===== src/rtl/sdram_rddata_assembler.sv =====
// Reassembles SDRAM read bursts: waits out CAS + synchronizer latency, captures
// the burst's words and packs them low-lane-first into AHB-width output words.
//
// state     | meaning
// ----------+-----------------------------------------------------------
// S_IDLE    | no burst pending; accepts rd_start_i
// S_WAIT    | READ issued, counting down CAS + synchronizer latency
// S_CAPTURE | sampling dq_i one word per cycle into the pack register
module sdram_rddata_assembler #(
    parameter int SDRAM_DQ_SIZE = 16,
    parameter int AHB_DATA_SIZE = 32,
    parameter int SYNC_LATENCY  = 2
) (
    input  logic                     clk_i,
    input  logic                     rst_ni,
    input  logic [1:0]               cl_i,
    input  logic                     rd_start_i,
    input  logic [3:0]               rd_len_i,
    input  logic [SDRAM_DQ_SIZE-1:0] dq_i,
    output logic [AHB_DATA_SIZE-1:0] rdata_o,
    output logic                     rvalid_o,
    output logic                     rlast_o,
    output logic                     busy_o,
    output logic                     err_o
);

    localparam int RATIO  = AHB_DATA_SIZE / SDRAM_DQ_SIZE;
    localparam int LANE_W = 2;

    typedef enum logic [1:0] {
        S_IDLE    = 2'd0,
        S_WAIT    = 2'd1,
        S_CAPTURE = 2'd2
    } state_t;

    state_t                   state_q, state_d;
    logic [2:0]               lat_q, lat_d;
    logic [3:0]               len_q, len_d;
    logic [3:0]               wcnt_q, wcnt_d;
    logic [LANE_W-1:0]        lane_q, lane_d;
    logic [AHB_DATA_SIZE-1:0] pack_q, pack_d;
    logic [AHB_DATA_SIZE-1:0] rdata_d;
    logic                     rvalid_d, rlast_d, busy_d, err_d;
    logic [AHB_DATA_SIZE-1:0] merged;
    logic                     last_word, lane_wrap;

    always_ff @(posedge clk_i) begin
        if (!rst_ni) begin
            state_q  <= S_IDLE;
            lat_q    <= '0;
            len_q    <= '0;
            wcnt_q   <= '0;
            lane_q   <= '0;
            pack_q   <= '0;
            rdata_o  <= '0;
            rvalid_o <= 1'b0;
            rlast_o  <= 1'b0;
            busy_o   <= 1'b0;
            err_o    <= 1'b0;
        end else begin
            state_q  <= state_d;
            lat_q    <= lat_d;
            len_q    <= len_d;
            wcnt_q   <= wcnt_d;
            lane_q   <= lane_d;
            pack_q   <= pack_d;
            rdata_o  <= rdata_d;
            rvalid_o <= rvalid_d;
            rlast_o  <= rlast_d;
            busy_o   <= busy_d;
            err_o    <= err_d;
        end
    end

    // Pack register with the current dq_i word dropped into the active lane
    always_comb begin
        merged = pack_q;
        for (int i = 0; i < RATIO; i++) begin
            if (lane_q == LANE_W'(i)) begin
                merged[i*SDRAM_DQ_SIZE +: SDRAM_DQ_SIZE] = dq_i;
            end
        end
    end

    assign last_word = ((wcnt_q + 4'd1) == len_q);
    assign lane_wrap = (lane_q == LANE_W'(RATIO - 1));

    always_comb begin
        state_d  = state_q;
        lat_d    = lat_q;
        len_d    = len_q;
        wcnt_d   = wcnt_q;
        lane_d   = lane_q;
        pack_d   = pack_q;
        rdata_d  = rdata_o;
        rvalid_d = 1'b0;
        rlast_d  = 1'b0;
        err_d    = 1'b0;

        case (state_q)
            S_IDLE: begin
                if (rd_start_i) begin
                    if (cl_i != 2'd0 && rd_len_i != 4'd0 && rd_len_i <= 4'd8) begin
                        lat_d   = {1'b0, cl_i} + 3'(SYNC_LATENCY) - 3'd1;
                        len_d   = rd_len_i;
                        wcnt_d  = '0;
                        lane_d  = '0;
                        pack_d  = '0;
                        state_d = S_WAIT;
                    end else begin
                        err_d = 1'b1;
                    end
                end
            end
            S_WAIT: begin
                err_d = rd_start_i;
                lat_d = lat_q - 3'd1;
                // Leave one cycle early so word 0 is sampled at t0+cl+SYNC_LATENCY
                if (lat_q == 3'd1) begin
                    state_d = S_CAPTURE;
                end
            end
            S_CAPTURE: begin
                err_d  = rd_start_i;
                wcnt_d = wcnt_q + 4'd1;
                if (lane_wrap || last_word) begin
                    rdata_d  = merged;
                    rvalid_d = 1'b1;
                    rlast_d  = last_word;
                    pack_d   = '0;
                    lane_d   = '0;
                end else begin
                    pack_d = merged;
                    lane_d = lane_q + LANE_W'(1);
                end
                if (last_word) begin
                    state_d = S_IDLE;
                end
            end
            default: begin
                state_d = S_IDLE;
            end
        endcase

        busy_d = (state_d != S_IDLE) || rlast_d;
    end

endmodule

===== config.mk =====
export PLATFORM = sky130hd
export DESIGN_NAME = sdram_rddata_assembler
export DESIGN_NICKNAME = d
export VERILOG_FILES = /design/src/rtl/sdram_rddata_assembler.sv
export SDC_FILE = /design/constraint.sdc
export NUM_CORES = 1
export LEC_CHECK = 0
export CORE_MARGIN = 2
export CORE_UTILIZATION = 45
export CTS_BUF_LIST = sky130_fd_sc_hd__clkbuf_4 sky130_fd_sc_hd__clkbuf_8
export DETAILED_ROUTE_END_ITERATION = 10
export DONT_BUFFER_PORTS = 1
export PLACE_DENSITY = 0.58
export REMOVE_ABC_BUFFERS = 1
export SYNTH_ARGS = -nofsm -noshare
export SYNTH_HDL_FRONTEND = slang
export SYNTH_SLANG_ARGS = --single-unit

===== constraint.sdc =====
create_clock -name clk_i -period 2.8 [get_ports clk_i]
set_input_delay 0.42 -clock clk_i [delete_from_list [all_inputs] [get_ports clk_i]]
set_output_delay 0.42 -clock clk_i [all_outputs]
set_load 0.05 [all_outputs]

==> results.txt <==
EDFF count, synth = 0
Critical Path Source = wcnt_q[0]
Post-synth ARST share = 0%
PwrDens = 602 nW/µm²
Cts hold-fix bufs = 0
CTS Buf Count = 9
Fin. max-slew vios = 0
Dpl hpwl = 4910 µm
CTS sink count = 83
Seq/Total Area, Yosys = 47.0%
Largest delay share family, worst path = compound AO/OA/AOI/OAI gates
Root buf cell = clkbuf_8
Top FF cell, synth = dfxtp_1
Port Buffers = 0
Run status = completed
Crit Path Class = register to register
CP Capture Type = register
Layout cells sized above 1 = 11.9%
Rows = 32
Nets = 368
CP Data Required Time = 3090 ps
Crit-path max cell delay = 920 ps
Max_cap viols = 0
Reg power frac = 52.3%
Unrepaired setup endpoints after global routing = no
Maximum number of pins on one net before global-route repair = 30
Actual slew at the worst max-slew pin = 1090 ps
Clock transition at the registers of the reported paths = 90 ps
CTS Buffer Depth = 2
Synth Cell Area = 3530 µm²
Buf/Inv on CP = 0
CTS tree = yes
CTS H-tree depth = 3
Chip height = 92.6 µm
Antenna cells = 0
Area of the core = 7690 µm²
Chip width = 92.6 µm
Slowest CP cell = o31ai_2
Setup Skew = 8.44 ps
Internal = 1780 µW
Post-Route WL = 7480 µm
Final worst slack = 401 ps
Synth-to-Final Area Change = 8.67%
Global-route wire length before repair = 12300 µm
GRT overflow = 0
DRC violations left = 0
CP max FO = 16
Lkg Pwr = 0.00164 µW
Die area = 8580 µm²
Total global-route track usage = 18.4%
Worst Setup Start Kind = register
Synth Warn # = 0
Via density = 5.49
Starting Density = 46.0%
Initial antenna violation count = 0
Wirelength per Cell = 17.0 µm
Skew-Pair Late Insertion Delay = 350 ps
#FFs+latches synth = 83
Hold Path Class = input pin to register
Relative slew slack = 26.6%
Crit-path cells = ha_1 > xnor2_1 > xnor2_2 > nor3_4 > o31ai_2 > and2_1
Hold path start = dq_i[15]
DRT antenna net count = 0
Gate Count Post-Synth = 334
Min Hold Slack = 195 ps
Distinct cell type count after synthesis = 48
Cts repair resizes = 0
Clock share of power = 42.0%
Initial DRC Count = 101
GPL Wtd Cong = 0.796
Dpl ws = 374 ps
Final Hold Viols = 0
Critical Path AT = 2690 ps
# IOs = 61
Worst vdd ir = 426 µV
Max Fclk = 417 MHz
TritonRoute pass-1 iters = 4
Combinational fraction of design power = 5.7%
Psw = 532 µW
Min Tclk post-route = 2400 ps
Vias in the first global route = 2349
RR Startpoint = wcnt_q[0]
Syn_area_per_cell = 10.6 µm²
Endpoints failing setup = 0
Via count = 2410
Post-CTS Setup Inserts = 0
Final worst-path cycle share = 85.7%
Sw frac = 23.0%
Setup_tns = 0 ps
==> flip-flops by register name, summed over array words and instances, names as in the netlist <==
register and cells:
len_q 4, pack_q 32, lat_q 3, rvalid_o 1, err_o 1, busy_o 1
lane_q 2, rdata_o 32, wcnt_q 4, state_q 2, rlast_o 1
==> through the flow <==
step	utilization, %	power, µW	instances	area [µm²]
after floorplan	-	1340	314	3430
after global placement	47.0	1370	423	3610
after detailed placement	47.0	1370	423	3610
after CTS	50.0	2350	439	3840
after global routing	50.0	2410	439	3840
final	50.0	2310	439	3840
==> cell families after synthesis <==
group | after synthesis | share of synthesized area, %
AND/OR/NAND/NOR | 91 | 13.9
AO/OA/AOI/OAI | 85 | 21.5
flip-flops | 83 | 47.0
buffers and inverters | 31 | 4.07
multiplexers | 27 | 7.68
adder cells (fa/ha/maj) | 11 | 3.89
XOR/XNOR | 6 | 1.91
==> final timing paths <==
path | endpoint | slack [ps] | cells after the start
hold / removal | pack_q[15] | 200 | 1
setup / recovery | pack_q[16] | 400 | 6
hold reg to reg | pack_q[25] | 460 | 1
setup reg to reg | pack_q[16] | 400 | 6
==> synthesized netlist by cell type, drive strengths merged, types with 2 or more instances <==
master / count / area (µm²)
buf: 8 / 57.6
a211oi: 3 / 22.5
nor3: 6 / 57.6
a31oi: 2 / 27.5
nand2b: 2 / 12.5
o31ai: 4 / 40.0
clkbuf: 12 / 45.0
a21boi: 6 / 45.0
o31a: 2 / 17.5
o21ai: 9 / 48.8
xnor2: 4 / 50.1
nor2: 10 / 37.5
xor2: 2 / 17.5
o41ai: 2 / 55.1
o2bb2ai: 16 / 140
nor2b: 3 / 21.3
o211a: 10 / 100
dfxtp: 83 / 1660
and3: 7 / 43.8
inv: 11 / 41.3
a21oi: 5 / 25.0
a22o: 16 / 140
nand2: 31 / 119
and2: 17 / 106
mux2i: 26 / 260
a221o: 7 / 70.1
or3: 3 / 18.8
ha: 11 / 138
nand3: 9 / 50.1
==> power by group through the flow <==
stage / Clock (µW) / Sequential [µW] / Combinational (µW)
3_3_place_gp: 0 / 1240 / 131
2_1_floorplan: 0 / 1230 / 101
3_5_place_dp: 0 / 1240 / 132
6_report: 970 / 1210 / 133
4_1_cts: 1000 / 1210 / 134
5_1_grt: 1050 / 1210 / 148
==> cell usage in the layout (no fill, tap or decap), types with 2 or more instances in the layout <==
cell / instances
xnor2_1: 2
a211oi_1: 3
nor2b_1: 2
clkbuf_8: 10
nor2_1: 10
buf_4: 7
o31a_1: 2
nor3_1: 3
and3_1: 7
dfxtp_1: 83
nand2b_1: 2
a21oi_1: 5
o2bb2ai_1: 16
and2_1: 17
a221o_1: 7
nor3_4: 2
ha_1: 11
o41ai_4: 2
a21boi_0: 6
xnor2_2: 2
a22o_1: 16
mux2i_1: 26
nand2_1: 30
o31ai_2: 2
xor2_1: 2
nand3_1: 8
o31ai_1: 2
o211a_1: 10
clkinvlp_4: 2
bufinv_16: 2
or3_1: 3
o21ai_0: 7
inv_1: 11
==> routing by layer <==
layer	vias up	global-route usage [%]	share of wire, %	wire length [µm]
met5	-	0	0	0
met4	0	4.04	0.82	61
met3	6	6.59	6.6	492
met2	57	28.0	44	3290
met1	1137	25.1	49	3630
li1	1210	-	-	-
==> worst reg2reg max path, stage by stage (launching register included) <==
cell and delay [ps]:
dfxtp_1 360, ha_1 250, xnor2_1 160, xnor2_2 300, nor3_4 120, o31ai_2 920, and2_1 240
==> cell type report <==
class,count,area (µm²)
Sequential cell,83,1660
Fill cell,740,3850
Clock inverter,5,83.8
Tap cell,102,128
Inverter,11,41.3
Timing Repair Buffer,7,52.6
Clock buffer,11,145
Multi-Input combinational cell,220,1730
Note: power is estimated with default switching activity, not from simulation.
